===== src/rtl/seq_multiplier_32bit.sv =====
// Unsigned 32x32 -> 64-bit sequential multiplier (MIPS multu semantics).
// Radix-2 shift-add: one multiplier bit retired per clock, 33 edges from accept to done.
module seq_multiplier_32bit (
    input  logic        clk,
    input  logic        reset,
    input  logic        start,
    input  logic [31:0] a,
    input  logic [31:0] b,
    output logic        busy,
    output logic        done,
    output logic [31:0] hi,
    output logic [31:0] lo
);

    typedef enum logic [1:0] {
        IDLE = 2'd0,
        RUN  = 2'd1,
        DONE = 2'd2
    } state_t;

    state_t      r_state;
    logic [5:0]  r_count;
    logic [63:0] r_prod;
    logic [31:0] r_mcand;

    logic [32:0] w_sum;
    logic [63:0] w_prodNext;

    // The carry-out of the partial-sum add becomes bit 63 after the shift.
    assign w_sum      = r_prod[0] ? ({1'b0, r_prod[63:32]} + {1'b0, r_mcand})
                                  : {1'b0, r_prod[63:32]};
    assign w_prodNext = {w_sum, r_prod[31:1]};

    always_ff @(posedge clk or posedge reset) begin
        if (reset) begin
            r_state <= IDLE;
            r_count <= 6'd0;
            r_prod  <= 64'd0;
            r_mcand <= 32'd0;
            hi      <= 32'd0;
            lo      <= 32'd0;
            busy    <= 1'b0;
            done    <= 1'b0;
        end else begin
            case (r_state)
                IDLE: begin
                    done <= 1'b0;
                    if (start) begin
                        r_mcand <= a;
                        r_prod  <= {32'd0, b};
                        r_count <= 6'd0;
                        r_state <= RUN;
                        busy    <= 1'b1;
                    end else begin
                        busy <= 1'b0;
                    end
                end
                RUN: begin
                    r_prod  <= w_prodNext;
                    r_count <= r_count + 6'd1;
                    // Last multiplier bit: publish the product and leave RUN.
                    if (r_count == 6'd31) begin
                        hi      <= w_prodNext[63:32];
                        lo      <= w_prodNext[31:0];
                        r_state <= DONE;
                        busy    <= 1'b0;
                        done    <= 1'b1;
                    end
                end
                DONE: begin
                    r_state <= IDLE;
                    done    <= 1'b0;
                    busy    <= 1'b0;
                end
                default: begin
                    r_state <= IDLE;
                    busy    <= 1'b0;
                    done    <= 1'b0;
                end
            endcase
        end
    end

endmodule


===== config.mk =====
export PLATFORM = sky130hd
export DESIGN_NAME = seq_multiplier_32bit
export DESIGN_NICKNAME = d
export VERILOG_FILES = /design/src/rtl/seq_multiplier_32bit.sv
export SDC_FILE = /design/constraint.sdc
export NUM_CORES = 1
export LEC_CHECK = 0
export ABC_AREA = 1
export CAP_MARGIN = 20
export CORE_UTILIZATION = 61
export CTS_BUF_LIST = sky130_fd_sc_hd__clkbuf_8
export DETAILED_ROUTE_END_ITERATION = 10
export PLACE_DENSITY = 0.95
export SLEW_MARGIN = 10
export SYNTH_ARGS = -nofsm -noshare
export SYNTH_HDL_FRONTEND = slang
export SYNTH_SLANG_ARGS = --single-unit

===== constraint.sdc =====
create_clock -name clk -period 13.72 [get_ports clk]
set_input_delay 2.744 -clock clk [delete_from_list [all_inputs] [get_ports clk]]
set_output_delay 2.744 -clock clk [all_outputs]
set_load 0.01 [all_outputs]

==> impl_metrics.py <==
metrics = {
    "pwr": {
        "power_frac_clock_pct": 11.7,
        "intPower_w": 0.00156,
        "leakage_nw": 5.86,
        "sequentialPowerShare_pct": 30.8,
        "cellPowerDensity_mw_per_mm2": 271,
        "swShare_pct": 48.0,
        "ir_worst_vdd_uv": 160,
        "p_comb_share_pct": 57.5,
        "power.total_w": 0.00300,
        "switchingPower_w": 0.00144,
    },
    "sta": {
        "tightestPinTransition_ps": 961,
        "slew_viol_final": 0,
        "clock-skew-final_ps": 17.8,
        "setup_viol": 0,
        "tns_ps": 0,
        "finalHoldViolations": 0,
        "relSlewSlack_pct": 35.8,
        "maxClockFrequency_mhz": 200,
        "min_period_ps": 4990,
        "rsz0062_at_grt": "no",
        "fin_crit_sh_pct": 36.4,
        "finalHoldWorstSlack_ps": 490,
    },
    "run_status": {
        "outcome": "complete, but fails checks",
        "violations": "DRC",
    },
    "cts": {
        "clock_sinks": 170,
        "hold_buffers": 0,
        "clk_path_buf_depth": 2,
        "cts_tree": "built",
        "cts_buffers": 17,
        "post_cts_resize_count": 0,
        "clk_latency_ps": 490,
        "clk_pin_slew_worst_paths_ps": 110,
        "clock-root-buffer": "clkbuf_8",
        "htree_levels": 4,
        "postCtsSetupBuffers": 0,
    },
    "critical_path": {
        "r2r-start": "r_state[1]",
        "startpoint": "start",
        "arrival_ps": 5330,
        "slowest_delay_ps": 710,
        "cpMaxStageDelayCell": "inv_2",
        "ff2ff_path_depth": 7,
        "crit_type": "in -> reg",
        "crit_path_cell_trace": "clkdlybuf4s50_1, nand3_2, inv_2, nor2_4, inv_2, o221ai_1",
        "crit_path_start_kind": "input port",
        "crit_fanout": 45,
        "setup.worst_path.end_class": "register",
        "r2r_setup_slack_ps": 10340,
        "crit_path_frequent_cell": "inv_2",
        "crit_end": "r_prod[26]",
        "required_ps": 14050,
        "r2r_end": "r_prod[26]",
    },
    "floorplanning": {
        "die_x_um": 125,
        "rows": 44,
        "start_util_pct": 63.2,
        "fp.dieArea_mm2": 0.0157,
        "core_area_mm2": 0.0147,
        "io_pins": 133,
        "fp.dieH_um": 125,
    },
    "global_routing": {
        "grt-busiest-layer": "met2",
        "grt_pass1_wl_mm": 40.6,
        "met3_usage_pct": 7.19,
        "grt-ovfl-total": 0,
        "grt_use_met1_pct": 43.5,
        "grt_max_degree": 117,
        "antenna_found_initial": 0,
        "grtUsageTotal_pct": 32.9,
        "met2_usage_pct": 52.6,
        "first_global_vias": 8446,
    },
    "route": {
        "routed_wl_mm": 24.3,
        "drt_first_iter_violations": 831,
        "num_vias": 8489,
        "drc": 4,
        "antenna_left": 0,
        "routedWlPerCell_um": 15.5,
        "first_pass_iters": 11,
        "routed_via_density": 5.41,
    },
    "final_layout": {
        "syn2layout_area_growth_pct": 19.0,
        "fin_util_pct": 75.2,
        "mostFrequentLayoutCells": "515 x nand2_1, 169 x dfrtp_1, 165 x inv_1",
        "fin_area_mm2": 0.0111,
        "fillers": 1067,
        "drive_above_1_share_pct": 4.84,
        "layout_commonest_cell": "nand2_1",
        "num_antenna_cells": 0,
        "fin_nets": 1472,
    },
    "synthesis": {
        "synth_area_mm2": 0.00929,
        "ys_ff_latch": 170,
        "async_flop_share_pct": 100,
        "netlist_instances": 1259,
        "ys_seq_area_share_pct": 45.8,
        "synth.distinct_cells": 37,
        "synthFlopType": "dfrtp_1",
        "synth_edf_count": 0,
        "syn-num-nets": 1360,
        "yosys_warnings": 0,
        "syn-mean-instance-area_um2": 7.38,
    },
    "placement": {
        "port_buffers": 132,
        "gp_congestion": 1.00,
        "dp_hpwl_mm": 16.8,
        "placed_area_mm2": 0.0107,
    },
    "job": {
        "cap_violations": 0,
    },
    "hold_path": {
        "hold_path_class": "reg -> reg",
    },
}
## worst min-delay path by stage
stage                           from         end  slack [ps]  depth (start not counted)
after floorplan           r_mcand[0]  r_mcand[0]         450                          2
after global placement         hi[1]       hi[1]         460                          2
after detailed placement      hi[30]      hi[30]         460                          2
after CTS                     hi[23]      hi[23]         490                          2
after global routing          hi[23]      hi[23]         510                          2
final                         hi[22]      hi[22]         490                          2
## routing by layer
layer | vias to the layer above | wire length, um | part of all wire, %
li1 | 4170 | - | -
met1 | 3945 | 10600 | 43
met2 | 330 | 11400 | 47
met3 | 44 | 1720 | 7.1
met4 | 0 | 582 | 2.4
met5 | - | 0 | 0
## power by group through the flow
| stage | registers (W) | clock network [W] | logic [W] |
|---|---|---|---|
| floorplan | 0.000902 | 0 | 0.00117 |
| global placement | 0.000915 | 0 | 0.00164 |
| detailed placement | 0.000919 | 0 | 0.00169 |
| CTS | 0.000917 | 0.000355 | 0.00171 |
| global route | 0.000946 | 0.000379 | 0.00195 |
| finish | 0.000923 | 0.000352 | 0.00172 |
## area by class of cell
cell class	count	area, um2	share of cell area, %
repair buffers	136	1370	12.4
flip-flops and latches	170	4260	38.5
inverters	172	651	5.88
well taps	184	230	2.08
clock inverters	14	131	1.19
multi-input cells	874	4170	37.7
clock buffers	18	248	2.24
## flip-flops by register name (all words and copies together) (netlist names)
signal   cells
lo          32
r_mcand     32
r_state      2
busy         1
hi          32
done         1
r_count      6
r_prod      64
## logic make-up after synthesis
kind of cell | Yosys count | share of synthesized area (%)
flops | 170 | 45.8
buf+inv | 215 | 9.32
compound gates | 137 | 8.77
xor+xnor | 13 | 1.23
simple gates | 690 | 30.2
fa+ha+maj | 34 | 4.66
## synthesized netlist by cell type (all sizes together) (9+ instances only)
master | number | share of area, %
nor2 | 50 | 2.3
ha | 33 | 4.4
dfrtp | 170 | 46
a22oi | 10 | 0.81
o22ai | 9 | 0.61
clkbuf | 15 | 0.65
inv | 172 | 6.9
buf | 28 | 1.7
or2 | 16 | 1.1
nand2 | 517 | 21
a21oi | 22 | 1.2
o221ai | 15 | 1.4
nand3 | 96 | 5.2
o21ai | 67 | 3.6
## worst max-delay path, delay by kind of cell
kind / cells / cell delay (ps)
AND/OR/NAND/NOR: 2 / 820
AO/OA/AOI/OAI: 1 / 230
buffers and inverters: 3 / 1480
## stage by stage
step | std cells | setup WS [ps]
finish | 1568 | 8730
global route | 1568 | 8640
CTS | 1567 | 8810
detailed placement | 1535 | 8280
global placement | 1535 | 8390
floorplan | 1259 | 6370
(Power assumes the default switching activity.)
